File: config.mk
export PLATFORM = sky130hd
export DESIGN_NAME = operand_capture_unit
export DESIGN_NICKNAME = d
export VERILOG_FILES = /design/src/rtl/operand_capture_pkg.sv /design/src/rtl/debounce_filter.sv /design/src/rtl/operand_capture_unit.sv
export SDC_FILE = /design/constraint.sdc
export NUM_CORES = 1
export LEC_CHECK = 0
export CORE_MARGIN = 10
export CORE_UTILIZATION = 44
export DETAILED_ROUTE_END_ITERATION = 8
export PLACE_DENSITY = 0.76
export SYNTH_ARGS = -nofsm -noshare
export SYNTH_HDL_FRONTEND = slang
export SYNTH_SLANG_ARGS = --single-unit
File: constraint.sdc
create_clock -name clk -period 2 [get_ports clk]
set_input_delay 0.5 -clock clk [delete_from_list [all_inputs] [get_ports clk]]
set_output_delay 0.5 -clock clk [all_outputs]
set_load 0.05 [all_outputs]
File: src/rtl/operand_capture_pkg.sv
// Shared types, default parameters and index-width helper for the operand capture front end.
package operand_capture_pkg;

  typedef enum logic [1:0] {
    COLLECT,
    ARM,
    FIRE,
    WAIT_DONE
  } state_t;

  localparam int unsigned DEF_WIDTH           = 8;
  localparam int unsigned DEF_NUM_OPERANDS    = 2;
  localparam int unsigned DEF_DEBOUNCE_CYCLES = 4;

  // Slot index width: max(1, clog2(n)).
  function automatic int unsigned idx_w(input int unsigned n);
    return (n > 2) ? $clog2(n) : 1;
  endfunction

endpackage

File: src/rtl/debounce_filter.sv
// Push-button debounce filter: the output level flips after DEBOUNCE_CYCLES consecutive disagreeing
// samples. Define OPERAND_CAPTURE_SYNC_EN to insert a two-flop synchroniser ahead of the filter.
module debounce_filter
  import operand_capture_pkg::*;
#(
  parameter int unsigned DEBOUNCE_CYCLES = DEF_DEBOUNCE_CYCLES
) (
  input  logic clk,
  input  logic reset,
  input  logic din,
  output logic dout
);

  localparam int unsigned CNT_W = $clog2(DEBOUNCE_CYCLES + 1);
  localparam logic [CNT_W-1:0] CNT_LAST = CNT_W'(DEBOUNCE_CYCLES - 1);

  logic sample;

`ifdef OPERAND_CAPTURE_SYNC_EN
  logic [1:0] sync_q;

  always_ff @(posedge clk) begin
    if (reset) begin
      sync_q <= '0;
    end else begin
      sync_q <= {sync_q[0], din};
    end
  end

  assign sample = sync_q[1];
`else
  assign sample = din;
`endif

  logic [CNT_W-1:0] cnt_q, cnt_d;
  logic             db_q, db_d;

  // Counter clears on any agreeing sample and on the toggle itself.
  always_comb begin
    cnt_d = '0;
    db_d  = db_q;
    if (sample != db_q) begin
      if (cnt_q == CNT_LAST) begin
        db_d = ~db_q;
      end else begin
        cnt_d = cnt_q + CNT_W'(1);
      end
    end
  end

  always_ff @(posedge clk) begin
    if (reset) begin
      cnt_q <= '0;
      db_q  <= 1'b0;
    end else begin
      cnt_q <= cnt_d;
      db_q  <= db_d;
    end
  end

  assign dout = db_q;

endmodule

File: src/rtl/operand_capture_unit.sv
// Operand entry front end: captures NUM_OPERANDS switch values, one per debounced press, then
// launches the multiplier and locks out input until mult_done. OPERAND_CAPTURE_SYNC_EN adds a sync.
module operand_capture_unit
  import operand_capture_pkg::*;
#(
  parameter int unsigned WIDTH           = DEF_WIDTH,
  parameter int unsigned NUM_OPERANDS    = DEF_NUM_OPERANDS,
  parameter int unsigned DEBOUNCE_CYCLES = DEF_DEBOUNCE_CYCLES
) (
  input  logic                             clk,
  input  logic                             reset,
  input  logic                             btn,
  input  logic [WIDTH-1:0]                 sw,
  input  logic                             mult_done,
  output logic [NUM_OPERANDS*WIDTH-1:0]    operands,
  output logic [idx_w(NUM_OPERANDS)-1:0]   op_index,
  output logic                             start,
  output logic                             busy
);

  localparam int unsigned IDX_W = idx_w(NUM_OPERANDS);
  localparam logic [IDX_W-1:0] LAST_IDX = IDX_W'(NUM_OPERANDS - 1);

  logic btn_db, btn_db_q;
  logic press, rel, capture;

  state_t state_q, state_d;

  logic [IDX_W-1:0]                   idx_q, idx_d;
  logic [NUM_OPERANDS-1:0][WIDTH-1:0] ops_q, ops_d;

  debounce_filter #(
    .DEBOUNCE_CYCLES(DEBOUNCE_CYCLES)
  ) u_debounce (
    .clk  (clk),
    .reset(reset),
    .din  (btn),
    .dout (btn_db)
  );

  always_ff @(posedge clk) begin
    if (reset) begin
      btn_db_q <= 1'b0;
    end else begin
      btn_db_q <= btn_db;
    end
  end

  assign press = btn_db & ~btn_db_q;
  assign rel   = ~btn_db & btn_db_q;

  always_ff @(posedge clk) begin
    if (reset) begin
      state_q <= COLLECT;
    end else begin
      state_q <= state_d;
    end
  end

  always_comb begin
    state_d = state_q;
    unique case (state_q)
      COLLECT:   if (press && (idx_q == LAST_IDX)) state_d = ARM;
      ARM:       if (rel) state_d = FIRE;
      FIRE:      state_d = WAIT_DONE;
      WAIT_DONE: if (mult_done) state_d = COLLECT;
      default:   state_d = COLLECT;
    endcase
  end

  always_comb begin
    start   = (state_q == FIRE);
    busy    = (state_q == WAIT_DONE);
    capture = (state_q == COLLECT) && press;
  end

  // The last slot keeps its index until mult_done rewinds to slot 0.
  always_comb begin
    ops_d = ops_q;
    idx_d = idx_q;
    if (capture) begin
      ops_d[idx_q] = sw;
      if (idx_q != LAST_IDX) begin
        idx_d = idx_q + IDX_W'(1);
      end
    end else if (busy && mult_done) begin
      idx_d = '0;
    end
  end

  always_ff @(posedge clk) begin
    if (reset) begin
      ops_q <= '0;
      idx_q <= '0;
    end else begin
      ops_q <= ops_d;
      idx_q <= idx_d;
    end
  end

  assign operands = ops_q;
  assign op_index = idx_q;

endmodule

[After elaboration in Yosys (flattened, before gate mapping)]
Cells that the tools add are included.
Cells by class
  add/subtract/negate cells: 2
  reduce and logical (&&, ||, !) cells: 9
  shift-type cells: 0
  divide/modulo/power cells: 0
  muxes and demuxes: 10
  bitwise logic cells: 5
  multipliers: 0
  equality and inequality tests: 8
  $lt $le $gt $ge: 2
Operators by type and width (number)
  16-bit bitwise mux: 1
  8-bit demux with 1-bit select: 1
  8-bit 2-to-1 mux: 1
  2-bit one-hot mux with 4 select lines: 1
  2-bit 2-to-1 mux: 3
  2-bit inequality test, second input constant: 3
  2-bit equality test, second input constant: 2
  1-bit logical AND: 4
  3-bit by 1-bit adder with 3-bit output, second input constant: 1
  3-bit by 2-bit equality test with 1-bit output, second input constant: 1
  1-bit 2-to-1 mux: 3
  1-bit NOT: 3
  3-bit AND reduction: 1
  3-bit OR reduction: 1
  1-bit bitwise AND: 2
  2-bit by 1-bit equality test with 1-bit output, second input constant: 1
  2-bit zero test: 1
  1-bit by 2-bit < comparator with 1-bit output, second input constant: 1
  2-bit AND reduction: 1
  2-bit nonzero test: 1
  1-bit adder, second input constant: 1
  1-bit greater-or-equal comparator, second input constant: 1
  1-bit inequality test: 1
Storage, ports and cells
  word-level logic and storage cells: 43
  ROM bits: 0
  RAM bits: 0
  memories: 0
  output and inout port bits: 19
  register bits: 24
  bits in latches: 0
  input port bits: 12

[Logic depth before layout (Yosys ltp)]
Gate-level depths: netlist (run 1).
  word-level depth: 5
  depth in mapped cells: 6
  mapped depth without buffers: 5

[Cells and area by module]
Synthesis (run 1) repeated with hierarchy kept, for this count alone.
Unflattened totals
  cell total of the unflattened synthesis: 102
  area, all modules: 987.2 sq um
Modules (own cells, without submodules)
  operand_capture_unit: sequential area each 400.4 sq um, area an instance 828.3 sq um, cells an instance 89, instances 1
  debounce_filter: sequential area each 80.1 sq um, area an instance 158.9 sq um, cells an instance 13, instances 1

[Least setup slack after synthesis (run 1)]
OpenSTA, ideal clock, no wires.
  path type: flip-flop to flip-flop
  start: register state_q[0]
  end: register state_q[0]
  setup time: 0.072 ns
  cell stages (with the launch flop): 4
  buffers on the path: 0
  data arrival time: 1.451 ns
  data required time: 1.928 ns
  period minus slack after synthesis: 1.523 ns
  setup slack: 0.477 ns
  path through: dfxtp_1 ha_1 a222oi_1 mux2i_1
On the way
  cells in the longest elaborated chain, start to end: 3
  elaborated cells on any way between the ends: 9
  classes of those cells: eq/ne: 6; mux: 1; reduce/logical: 2
Ends and longest elaborated chain
  from (decl): RTL line operand_capture_unit.sv:27  | state_t state_q, state_d;
  from (signal assigned): RTL line operand_capture_unit.sv:56  | state_q <= state_d;
  2-bit equality test *
  via busy: RTL line operand_capture_unit.sv:18  | output logic busy
  2-bit inequality test (no line)
  3-bit AND reduction (no line)
Mark *: on every way through the listed nets, which the timed path passes. The rest lies on a longest branch.
A chain may end at the register's enable or synchronous reset.

[Final worst setup path (run 1)]
  start: register state_q[0]
  end: output start
On the way
  cells in the longest elaborated chain, start to end: 1
Ends and longest elaborated chain
  2-bit equality test: RTL line operand_capture_unit.sv:72  | start = (state_q == FIRE);
  to (decl): RTL line operand_capture_unit.sv:17  | output logic start,
No other way between the ends.

==> results.md, run 1 <==
* Status: completed
* Largest net degree at the start of global routing at 15
* Num rows at 17
* Final Critical Period at 1750 ps
* Lkg Pwr at 0.566 nW
* Util after Layout at 61.7%
* Drt drc at 0
* CTS tree: built
* Hold crit path type: reg -> reg
* Worst setup EP type: output port
* NumNets Final at 157
* Normalized max-slew margin at 65.2%
* RSZ-0062 raised after global routing: no
* Cts bufs inserted at 3
* CP arrival at 1250 ps
* Num ports at 31
* DR vias/cell at 4.81
* CP startpoint kind: flip-flop
* Ys Warns at 0
* Clock tree buffer depth at 2
* Die height at 67.4 um
* Least-Margin Pin Slew at 524 ps
* First-pass GRT wire length at 3560 um
* Drt total wl at 2180 um
* H-tree levels at 1
* # placed instances at 161
* DP HPWL at 1750 um
* Filler cells at 211
* Clock latency on the worst-skew pair at 310 ps
* Antenna violations before repair at 0
* Met2 routed WL at 1180 um
* Via count at 793
* Port Buffer Count at 30
* Seq/Total Area, Yosys at 48.5%
* Worst-path maximum fanout at 4
* Avg Synthesized Cell Area at 9.43 um2
* Global Route Usage Sum at 10.2%
* Final Max Tran Viols at 0
* Resized cells post-CTS at 1
* Required @ worst endpoint at 1500 ps
* Die area at 4550 um2
* Core ar. at 2170 um2
* Worst setup margin at 253 ps
* Wirelength per Cell at 13.2 um
* Global placement routability congestion at 0.741
* Share of layout cells above drive strength 1 at 17.5%
* Initial DRC count at 38
* Root Buffer: clkbuf_4
* Starting Density at 45.6%
* Pre-CTS setup slack at 174 ps
* Antenna Cells at 0
* Post-Syn Area at 990 um2
* Crit path kind: reg -> out
* Setup Skew at 1.34 ps
* Fin crit share at 87.3%
* CTS sink cnt at 24
* Mapped Cells at 105
* Maximum VDD drop at 0.405 mV
* Synth cell types at 21
* Vias in the first global route at 804
* Max_cap viols at 0
* Net Count, Synth at 124
* Post-Layout Cell Count at 165
* Final hold violations at 0
* Post-CTS Hold Fix Bufs at 0
* Post-Route M1 WL at 862 um
* Clock slew at reported path FFs at 120 ps
* Synth Register Bits at 24
* Number of setup buffers added after CTS at 0
* Antenna Violating Nets Remaining at 0
* Power per standard cell area at 588 nW/um2
* Synthesis-to-finish area growth at 35.3%
* Total power draw at 0.787 mW
* Grt total ovfl at 0
* Max Clock Freq at 0.572 GHz
* Die Wd at 67.4 um
* DRT Pass-1 Iters at 4
* Final setup viols at 0
* WL met3 at 98 um
* Setup TNS at 0 ps
* Top Metal Used: met4
-- synthesized netlist by cell type (all sizes together) --
library cell  count  area share (%)
a32oi             1            0.89
nor2b             1            0.63
nand2            17             6.4
ha                7             8.8
dfxtp            24              49
buf               2             1.6
xnor2             1            0.89
mux2i            11              11
nand4b            1            0.89
nor4bb            1             1.0
or3               1            0.63
a222oi            1             1.0
clkbuf            3             1.1
nand2b            4             2.5
and4b             1             1.0
inv               6             2.3
a21oi             8             4.0
nor2             13             4.9
nand3b            1            0.76
o21bai            1            0.76
-- cells in the final DEF, fill, tap and decap left out --
master / instances
a222oi_1: 1
nor4bb_2: 1
nand3b_1: 1
nor2b_1: 1
a32oi_1: 1
or3_1: 1
nor2_1: 13
inv_1: 6
clkbuf_8: 1
dfxtp_1: 24
nand4b_1: 1
nand2_1: 17
nand2b_1: 4
buf_4: 18
o21bai_1: 1
xnor2_1: 1
and4b_1: 1
mux2i_1: 11
dlymetal6s2s_1: 2
clkdlybuf4s50_1: 11
clkbuf_4: 3
buf_12: 1
dlygate4sd2_1: 1
ha_1: 7
a21oi_1: 8
-- critical path, stage by stage, from the launching register on --
cell	delay, ps
dfxtp_1	420
inv_1	100
ha_1	250
buf_12	160
-- metal layers --
metal,global-route usage [%],vias up
met2,18.4,19
met3,2.81,4
met5,0,-
li1,-,407
met1,10.4,363
met4,5.38,0
-- power breakdown --
group	internal, mW	leakage [nW]	switching (mW)
combinational	0.0299	0.352	0.0222
clock	0.111	0.0210	0.141
sequential	0.481	0.194	0.00209
-- cell type report --
| cell class | instances | area (um2) | area share, % |
|---|---|---|---|
| clock buffer | 4 | 36.3 | 2.71 |
| sequential | 24 | 480 | 35.9 |
| inverter | 6 | 22.5 | 1.68 |
| multi-input combinational | 70 | 465 | 34.8 |
| tap | 28 | 35.0 | 2.62 |
| timing repair buffer | 33 | 299 | 22.3 |
-- cells by family after synthesis --
| family | after synthesis | synth area share, % |
|---|---|---|
| and+or+nand+nor | 40 | 18.8 |
| DFF | 24 | 48.5 |
| AOI/OAI and AO/OA | 11 | 6.70 |
| buffers and inverters | 11 | 5.06 |
| muxes | 11 | 11.1 |
| adders and majority gates | 7 | 8.85 |
| xor gates and xnor gates | 1 | 0.885 |
-- registers in the layout (all words and copies together), names as in the netlist --
name,count
u_debounce.cnt_q,3
operands,16
u_debounce.dout,1
btn_db_q,1
op_index,1
state_q,2
-- per-stage QoR --
| step | area [um2] | hold slack [ps] |
|---|---|---|
| 2_1_floorplan | 990 | 399 |
| 3_3_place_gp | 1300 | 407 |
| 3_5_place_dp | 1300 | 421 |
| 4_1_cts | 1330 | 439 |
| 5_1_grt | 1340 | 447 |
| 6_report | 1340 | 432 |
-- worst paths after layout --
| path | endpoint | slack, ps | cells past startpoint | startpoint |
|---|---|---|---|---|
| min | u_debounce.cnt_q[0] | 430 | 1 | u_debounce.cnt_q[0] |
| min reg2reg | u_debounce.cnt_q[0] | 430 | 1 | u_debounce.cnt_q[0] |
| max | start | 250 | 3 | state_q[0] |
| max reg2reg | operands[1] | 390 | 6 | state_q[0] |
(Power assumes the default switching activity.)
==> run 2, diff against run 1 <==
--- a/config.mk
+++ b/config.mk
@@ -9,6 +9,7 @@
 export CORE_UTILIZATION = 44
 export DETAILED_ROUTE_END_ITERATION = 8
 export PLACE_DENSITY = 0.76
+export SETUP_SLACK_MARGIN = 0.1
 export SYNTH_ARGS = -nofsm -noshare
 export SYNTH_HDL_FRONTEND = slang
 export SYNTH_SLANG_ARGS = --single-unit
==> run 2 against run 1 <==
  * Combinational power barely moved
  * First-iteration DRC count is the same
  * Non-clock buffer count did not move
  * Sequential power about the same
  * Clock power barely moved
  * Die area unchanged
  * Cell count unchanged
==> results.md, run 2 (synthesized netlist as in run 1, its figures left out) <==
* Status: completed
* Number of setup buffers added after CTS at 0
* Design Area, Final at 1330 um2
* Num rows at 17
* H-tree levels at 1
* Clock slew at reported path FFs at 120 ps
* Final Critical Period at 1750 ps
* Port Buffer Count at 30
* Required @ worst endpoint at 1500 ps
* NumNets Final at 157
* Core ar. at 2170 um2
* Setup TNS at 0 ps
* Worst setup margin at 253 ps
* Num ports at 31
* Setup Skew at 0.685 ps
* Top Family by Delay on Critical Path: flip-flops
* Hold crit path type: reg -> reg
* RSZ-0062 raised after global routing: no
* Max Clock Freq at 0.572 GHz
* Critical Path Max Stage Delay at 420 ps
* Least-Margin Pin Slew at 521 ps
* Worst-path maximum fanout at 4
* Sequential Power Share at 61.4%
* Antenna Violating Nets Remaining at 0
* CP startpoint kind: flip-flop
* First-pass GRT wire length at 3560 um
* DRT Pass-1 Iters at 4
* Die height at 67.4 um
* Worst setup EP type: output port
* Cell-internal power at 0.622 mW
* CTS sink cnt at 24
* Total power draw at 0.787 mW
* Resized cells post-CTS at 3
* Commonest non-fill, non-tap cell in the layout: dfxtp_1
* Vias in the first global route at 804
* Fin crit share at 87.4%
* DP HPWL at 1750 um
* Clock power share at 32.0%
* Via count at 790
* Area after DPL at 1300 um2
* Cts bufs inserted at 3
* Largest net degree at the start of global routing at 15
* CTS tree: built
* Max_cap viols at 0
* Max reg flops at 16
* Most frequent cells in the layout: dfxtp_1, buf_4, nand2_1
* Root Buffer: clkbuf_4
* Pre-CTS setup slack at 174 ps
* Post-CTS Hold Fix Bufs at 0
* Clock tree buffer depth at 2
* Sw Ratio at 20.9%
* Min Hold Slack at 432 ps
* Power per standard cell area at 591 nW/um2
* Antenna Cells at 0
* CP arrival at 1250 ps
* Synthesis-to-finish area growth at 34.5%
* Global placement routability congestion at 0.741
* Clock latency on the worst-skew pair at 310 ps
* Final Max Tran Viols at 0
* Combinational share of power at 6.6%
* Crit path kind: reg -> out
* Global Route Usage Sum at 10.2%
* Share of layout cells above drive strength 1 at 17.5%
* Critical Path, Cell by Cell: inv_1 -> ha_1 -> buf_12
* Antenna violations before repair at 0
* Final setup viols at 0
* Wirelength per Cell at 13.2 um
* Net Switching at 0.165 mW
* Starting Density at 45.6%
* Maximum VDD drop at 0.406 mV
* Buf+Inv Stages, Crit Path at 2
* Die Wd at 67.4 um
* Final hold violations at 0
* Lkg Pwr at 0.538 nW
* Grt total ovfl at 0
* Critical Path Slowest Stage Cell: dfxtp_1
* DR vias/cell at 4.79
* Initial DRC count at 38
* Normalized max-slew margin at 65.4%
* Die area at 4550 um2
* Drt total wl at 2170 um
* Drt drc at 0
-- run 2: cell types whose count changed in the layout (fill, tap and decap cells not counted) --
cell / previous run / this run
dlygate4sd2_1: 1 / 3
dlymetal6s2s_1: 2 / 0
-- run 2: worst reg2reg max path, delay by kind of cell, from the launching register on --
kind / cells / cell delay, ps
flip-flops: 1 / 370
buffers and inverters: 2 / 350
AND/OR/NAND/NOR: 2 / 350
adder cells (fa/ha/maj): 1 / 240
multiplexers: 1 / 210
-- run 2: power groups by stage --
stage / logic [mW] / clock network [mW] / registers (mW)
after CTS: 0.0525 / 0.262 / 0.484
after floorplan: 0.0163 / 0 / 0.497
after detailed placement: 0.0525 / 0 / 0.494
after global placement: 0.0514 / 0 / 0.494
after global routing: 0.0562 / 0.279 / 0.484
final: 0.0521 / 0.252 / 0.484
-- run 2: metal layers --
| metal | GRT usage (%) | up-vias | wire length, um |
|---|---|---|---|
| met5 | 0 | - | 0 |
| met4 | 5.38 | 0 | 35 |
| met3 | 2.81 | 4 | 106 |
| met2 | 18.4 | 22 | 1180 |
| met1 | 10.4 | 357 | 853 |
| li1 | - | 407 | - |
-- run 2: cell type report --
cell class / instances / area (um2)
multi-input cells: 70 / 465
fillers: 211 / 838
inverters: 6 / 22.5
well taps: 28 / 35.0
repair buffers: 33 / 292
flip-flops and latches: 24 / 480
clock buffers: 4 / 36.3
-- run 2: path summary, 6_finish.rpt --
kind	startpoint	cells after the start	slack, ps	end
max	state_q[0]	3	250	start
min	u_debounce.cnt_q[0]	1	430	u_debounce.cnt_q[0]
max reg2reg	state_q[0]	6	390	operands[2]
min reg2reg	u_debounce.cnt_q[0]	1	430	u_debounce.cnt_q[0]
-- run 2: through the flow --
step / instances / utilization, %
global placement: 161 / 59.9
global route: 165 / 61.4
finish: 165 / 61.4
detailed placement: 161 / 59.9
floorplan: 105 / -
CTS: 165 / 61.4
==> run 3, diff against run 2 <==
--- a/config.mk
+++ b/config.mk
@@ -10,6 +10,7 @@
 export DETAILED_ROUTE_END_ITERATION = 8
 export PLACE_DENSITY = 0.76
 export SETUP_SLACK_MARGIN = 0.1
+export SKIP_LAST_GASP = 1
 export SYNTH_ARGS = -nofsm -noshare
 export SYNTH_HDL_FRONTEND = slang
 export SYNTH_SLANG_ARGS = --single-unit
==> results of run 3 <==
Final layout, timing and power as in run 2 (identical DEF).
==> RTL change 1: new RTL, config.mk and constraints of run 1 <==
Encoding of `state_t`: now one-hot (4 bits for 4 states).
--- a/src/rtl/operand_capture_pkg.sv
+++ b/src/rtl/operand_capture_pkg.sv
@@ -2,9 +2,9 @@
 package operand_capture_pkg;
 
-  typedef enum logic [1:0] {
-    COLLECT,
-    ARM,
-    FIRE,
-    WAIT_DONE
+  typedef enum logic [3:0] {
+    COLLECT   = 4'b0001,
+    ARM       = 4'b0010,
+    FIRE      = 4'b0100,
+    WAIT_DONE = 4'b1000
   } state_t;
 
Formal check against the unedited RTL: same outputs for any inputs over 10 cycles, from zero or initial values and one cycle with reset high; not proved beyond that.
==> RTL change 1 against run 1 <==
Clock skew rose by 0.0058 ns; routed wire length rose by 25%; power rose by 20%; sequential cell count rose by 2; setup slack got worse by 0.23 ns; clock power grew 42%; utilization is 0.46 points higher; final cell count rose by 7.3%; sequential power is 7.6% higher; fmax shrank 12%; synthesized area up 17%; combinational power is 18% higher; design area is 16% higher; largest cell class is now multi-input combinational cells; largest power group unchanged.
==> RTL change 1: results (changes against run 1) <==
sequential power 521 uW (+7.6%); status finished clean; first-pass GRT wire length 4.319 mm (+21%); Storage cell area 530.5 um^2 (+10%); DR WL/cell 15.39 um (+17%); Pleak 0.6802 nW (+20%); clk tree area frac 0.03382 (+0.006714); CP max stage cell or4b_4; R2R Path End operands[12]$_SDFFE_PP0P_; clk pwr 359 uW (+42%); placed cell area 1470 um^2 (+13%); period utilization 0.9895 (+0.1160); fin area 1554 um^2 (+16%); layout cell share with drive strength beyond 1 0.2245 (+0.04931); CP Launch Point state_q[1]$_SDFFE_PP0P_; Mapped Nets 131 (+5.6%); critical path peak fanout 9 (+5); Worst R2R Setup Slack 0.41 ns (+0.02 ns); total track usage 0.1018 (+0.0002085); flip-flop and latch count 26 (+8.3%); total number of vias 904 (+14%); filler cell count 208 (-1.4%); Synth top cells by count 26 x dfxtp_1, 25 x nand2b_1, 17 x mux2i_1; largest net degree at the start of global routing 25 (+10); Worst VDD drop 0.0005395 V (+33%); GPL Wtd Cong 0.7456 (+0.63%); Hold Slack 0.4332 ns (+0.001530 ns); Synth cell types 30 (+43%); largest cell class by area multi-input combinational cells; invs w/o clock 5 (-1); ranking of synthesized cells by area dfxtp_1 45%, mux2i_1 15%, nand2b_1 13%; DP HPWL 2.020 mm (+15%); Max stage delay on crit path 0.54 ns (+0.12 ns); setup bufs post-CTS 2 (+2); Int Power 757.6 uW (+22%); pre-CTS setup slack 0.2570 ns (+0.08345 ns); sequential area share after synthesis 0.4478 (-0.03767); Iter 0 DRT Violations 43 (+13%); Slew @ Worst Pin 0.5078 ns (-0.01579 ns); Reg clk slew, reported paths 0.14 ns (+0.02 ns); Post-Synthesis Cells 117 (+11%)
-- RTL change 1: kinds of logic after synthesis --
family	Yosys count	share of synthesized area
adders and majority gates	2	0.02153
xor gates and xnor gates	2	0.01507
buffers and inverters	13	0.04952
DFF	26	0.4478
AOI/OAI and AO/OA	8	0.04198
and+or+nand+nor	49	0.2777
muxes	17	0.1464
-- RTL change 1: per-layer routing --
| metal | share of wire | vias to the layer above | track usage | wire length (um) |
|---|---|---|---|---|
| met4 | 0.018 | 0 | 0.03871 | 48 |
| met2 | 0.53 | 25 | 0.1833 | 1446 |
| met3 | 0.062 | 8 | 0.03030 | 168 |
| met1 | 0.39 | 418 | 0.1083 | 1061 |
| met5 | 0 | - | 0 | 0 |
| li1 | - | 453 | - | - |
-- RTL change 1: critical path, delay by kind of cell, from the launching register on --
| family | cells | cell delay, ns |
|---|---|---|
| buffers and inverters | 2 | 0.22 |
| DFF | 1 | 0.40 |
| and+or+nand+nor | 1 | 0.54 |
==> RTL change 2: new RTL, config.mk and constraints of run 1 <==
Made on the original files. Add a define of `OPERAND_CAPTURE_SYNC_EN`.
--- a/src/rtl/debounce_filter.sv
+++ b/src/rtl/debounce_filter.sv
@@ -1,4 +1,6 @@
 // Push-button debounce filter: the output level flips after DEBOUNCE_CYCLES consecutive disagreeing
 // samples. Define OPERAND_CAPTURE_SYNC_EN to insert a two-flop synchroniser ahead of the filter.
+`define OPERAND_CAPTURE_SYNC_EN
+
 module debounce_filter
   import operand_capture_pkg::*;
Behaviour: not the same (Yosys sat finds a counterexample within 10 cycles, from zero or initial values and one cycle with reset high).
==> RTL change 2 against run 1 <==
Power increased by 8.2%; clock skew about the same; design area is 4.0% higher; count of clock-buffer cells in the layout stayed put; routed wire length is 1.1% lower; sequential cell count up 2; synthesized area is 5.7% higher; setup slack worse by 0.21 ns; first-iteration DRC count shrank 18%.
==> RTL change 2: results (changes against run 1) <==
status finished clean; placed insts 165 (+2.5%); sequential power 529 uW (+9.3%); ranking of synthesized cells by area dfxtp_1 50%, mux2i_1 11%, ha_1 8.4%; sequential area share after synthesis 0.4976 (+0.01215); Hold Slack 0.4285 ns (-0.003116 ns); max reg flops 16 (unchanged); Mapped Nets 129 (+4.0%); Final Skew 0.001421 ns (+0.00008465 ns); critical path peak fanout 2 (-2); first-pass GRT wire length 3.312 mm (-7.0%); Worst VDD drop 0.0004455 V (+9.9%); CP max stage cell clkdlybuf4s50_1; Synth top cells by count 26 x dfxtp_1, 17 x nand2_1, 13 x nor2_1; fin nets 161 (+2.5%); async set-reset flop share out of synthesis 0 (unchanged); Pleak 0.5784 nW (+2.2%); post-synthesis adder-cell area fraction 0.08373 (-0.004764); worst path arrival time 1.46 ns (+0.21 ns); compound-gate portion of the synthesized area 0.06340 (-0.003607); syn avg cell area 9.509 um^2 (+0.88%); CP delay by family, top buffers and inverters; vias per inst 4.805 (about the same); pre-CTS setup slack 0.1938 ns (+0.02025 ns); Worst R2R Setup Slack 0.39 ns (about the same); Routed WL 2.154 mm (-1.1%); total track usage 0.08996 (-0.01165); layout cell share with drive strength beyond 1 0.1702 (-0.004970); placed cell area 1351 um^2 (+4.0%); P_sw 178.1 uW (+8.0%); largest net degree at the start of global routing 17 (+2); Slew @ Worst Pin 0.5130 ns (-0.01063 ns); Clock Power Share 0.300 (-0.020); DP HPWL 1.703 mm (-2.9%); R2R Path End operands[2]$_SDFFE_PP0P_; GPL Wtd Cong 0.6519 (-12%); mux contribution to synthesized area 0.1053 (-0.005988); CTS HTree Levels 1 (unchanged); Max stage delay on crit path 0.80 ns (+0.38 ns); initial antenna violation count 0 (unchanged); hold_sp u_debounce.cnt_q[0]$_SDFF_PP0_; part of the power in registers 0.621 (+0.007); vias in the first global route 758 (-5.7%); Post-Synth XOR/XNOR Area 0.008373 (-0.0004764); PortBufs 30 (unchanged); Iter 0 DRT Violations 31 (-18%); total number of vias 812 (+2.4%)
-- RTL change 2: changes by cell type after synthesis, sizes merged --
| cell | before | now |
|---|---|---|
| clkbuf | 3 | 4 |
| dfxtp | 24 | 26 |
| nor2b | 1 | 3 |
-- RTL change 2: worst max-delay path by stage --
stage / to / slack [ns] / cells after the start / from
finish: operands[5] / 0.04 / 1 / operands[5]$_SDFFE_PP0P_
floorplan: state_q[0]$_SDFFE_PP0P_ / 0.48 / 3 / state_q[0]$_SDFFE_PP0P_
detailed placement: state_q[1]$_SDFFE_PP0P_ / 0.19 / 4 / mult_done
global route: operands[5] / 0.003 / 1 / operands[5]$_SDFFE_PP0P_
CTS: operands[8] / 0.02 / 1 / operands[8]$_SDFFE_PP0P_
global placement: state_q[0]$_SDFFE_PP0P_ / 0.23 / 4 / mult_done
-- RTL change 2: area by class of cell --
cell class,instances,area [um^2]
multi-input cells,72,478.0
fillers,211,840.8
flip-flops and latches,26,520.5
repair buffers,33,300.3
clock buffers,4,36.28
well taps,28,35.03
inverters,6,22.52
-- RTL change 2: routing by layer --
| metal | global-route usage | part of all wire | vias to the layer above |
|---|---|---|---|
| met5 | 0 | 0 | - |
| met4 | 0.02956 | 0.0019 | 0 |
| met3 | 0.03865 | 0.077 | 2 |
| met2 | 0.1613 | 0.52 | 15 |
| met1 | 0.09218 | 0.40 | 374 |
| li1 | - | - | 421 |
-- RTL change 2: what timing repair did --
| item | 4_1_cts | 5_1_grt |
|---|---|---|
| endpoints found under the hold margin | 0 | 0 |
| gates resized for setup | 0 | 2 |
| endpoints found under the setup margin | 0 | 2 |
| setup buffers | 0 | 0 |
-- RTL change 2: kinds of logic after synthesis --
family / after synthesis
simple gates: 42
compound gates: 11
mux: 11
fa+ha+maj: 7
buf+inv: 12
xor+xnor: 1
flops: 26
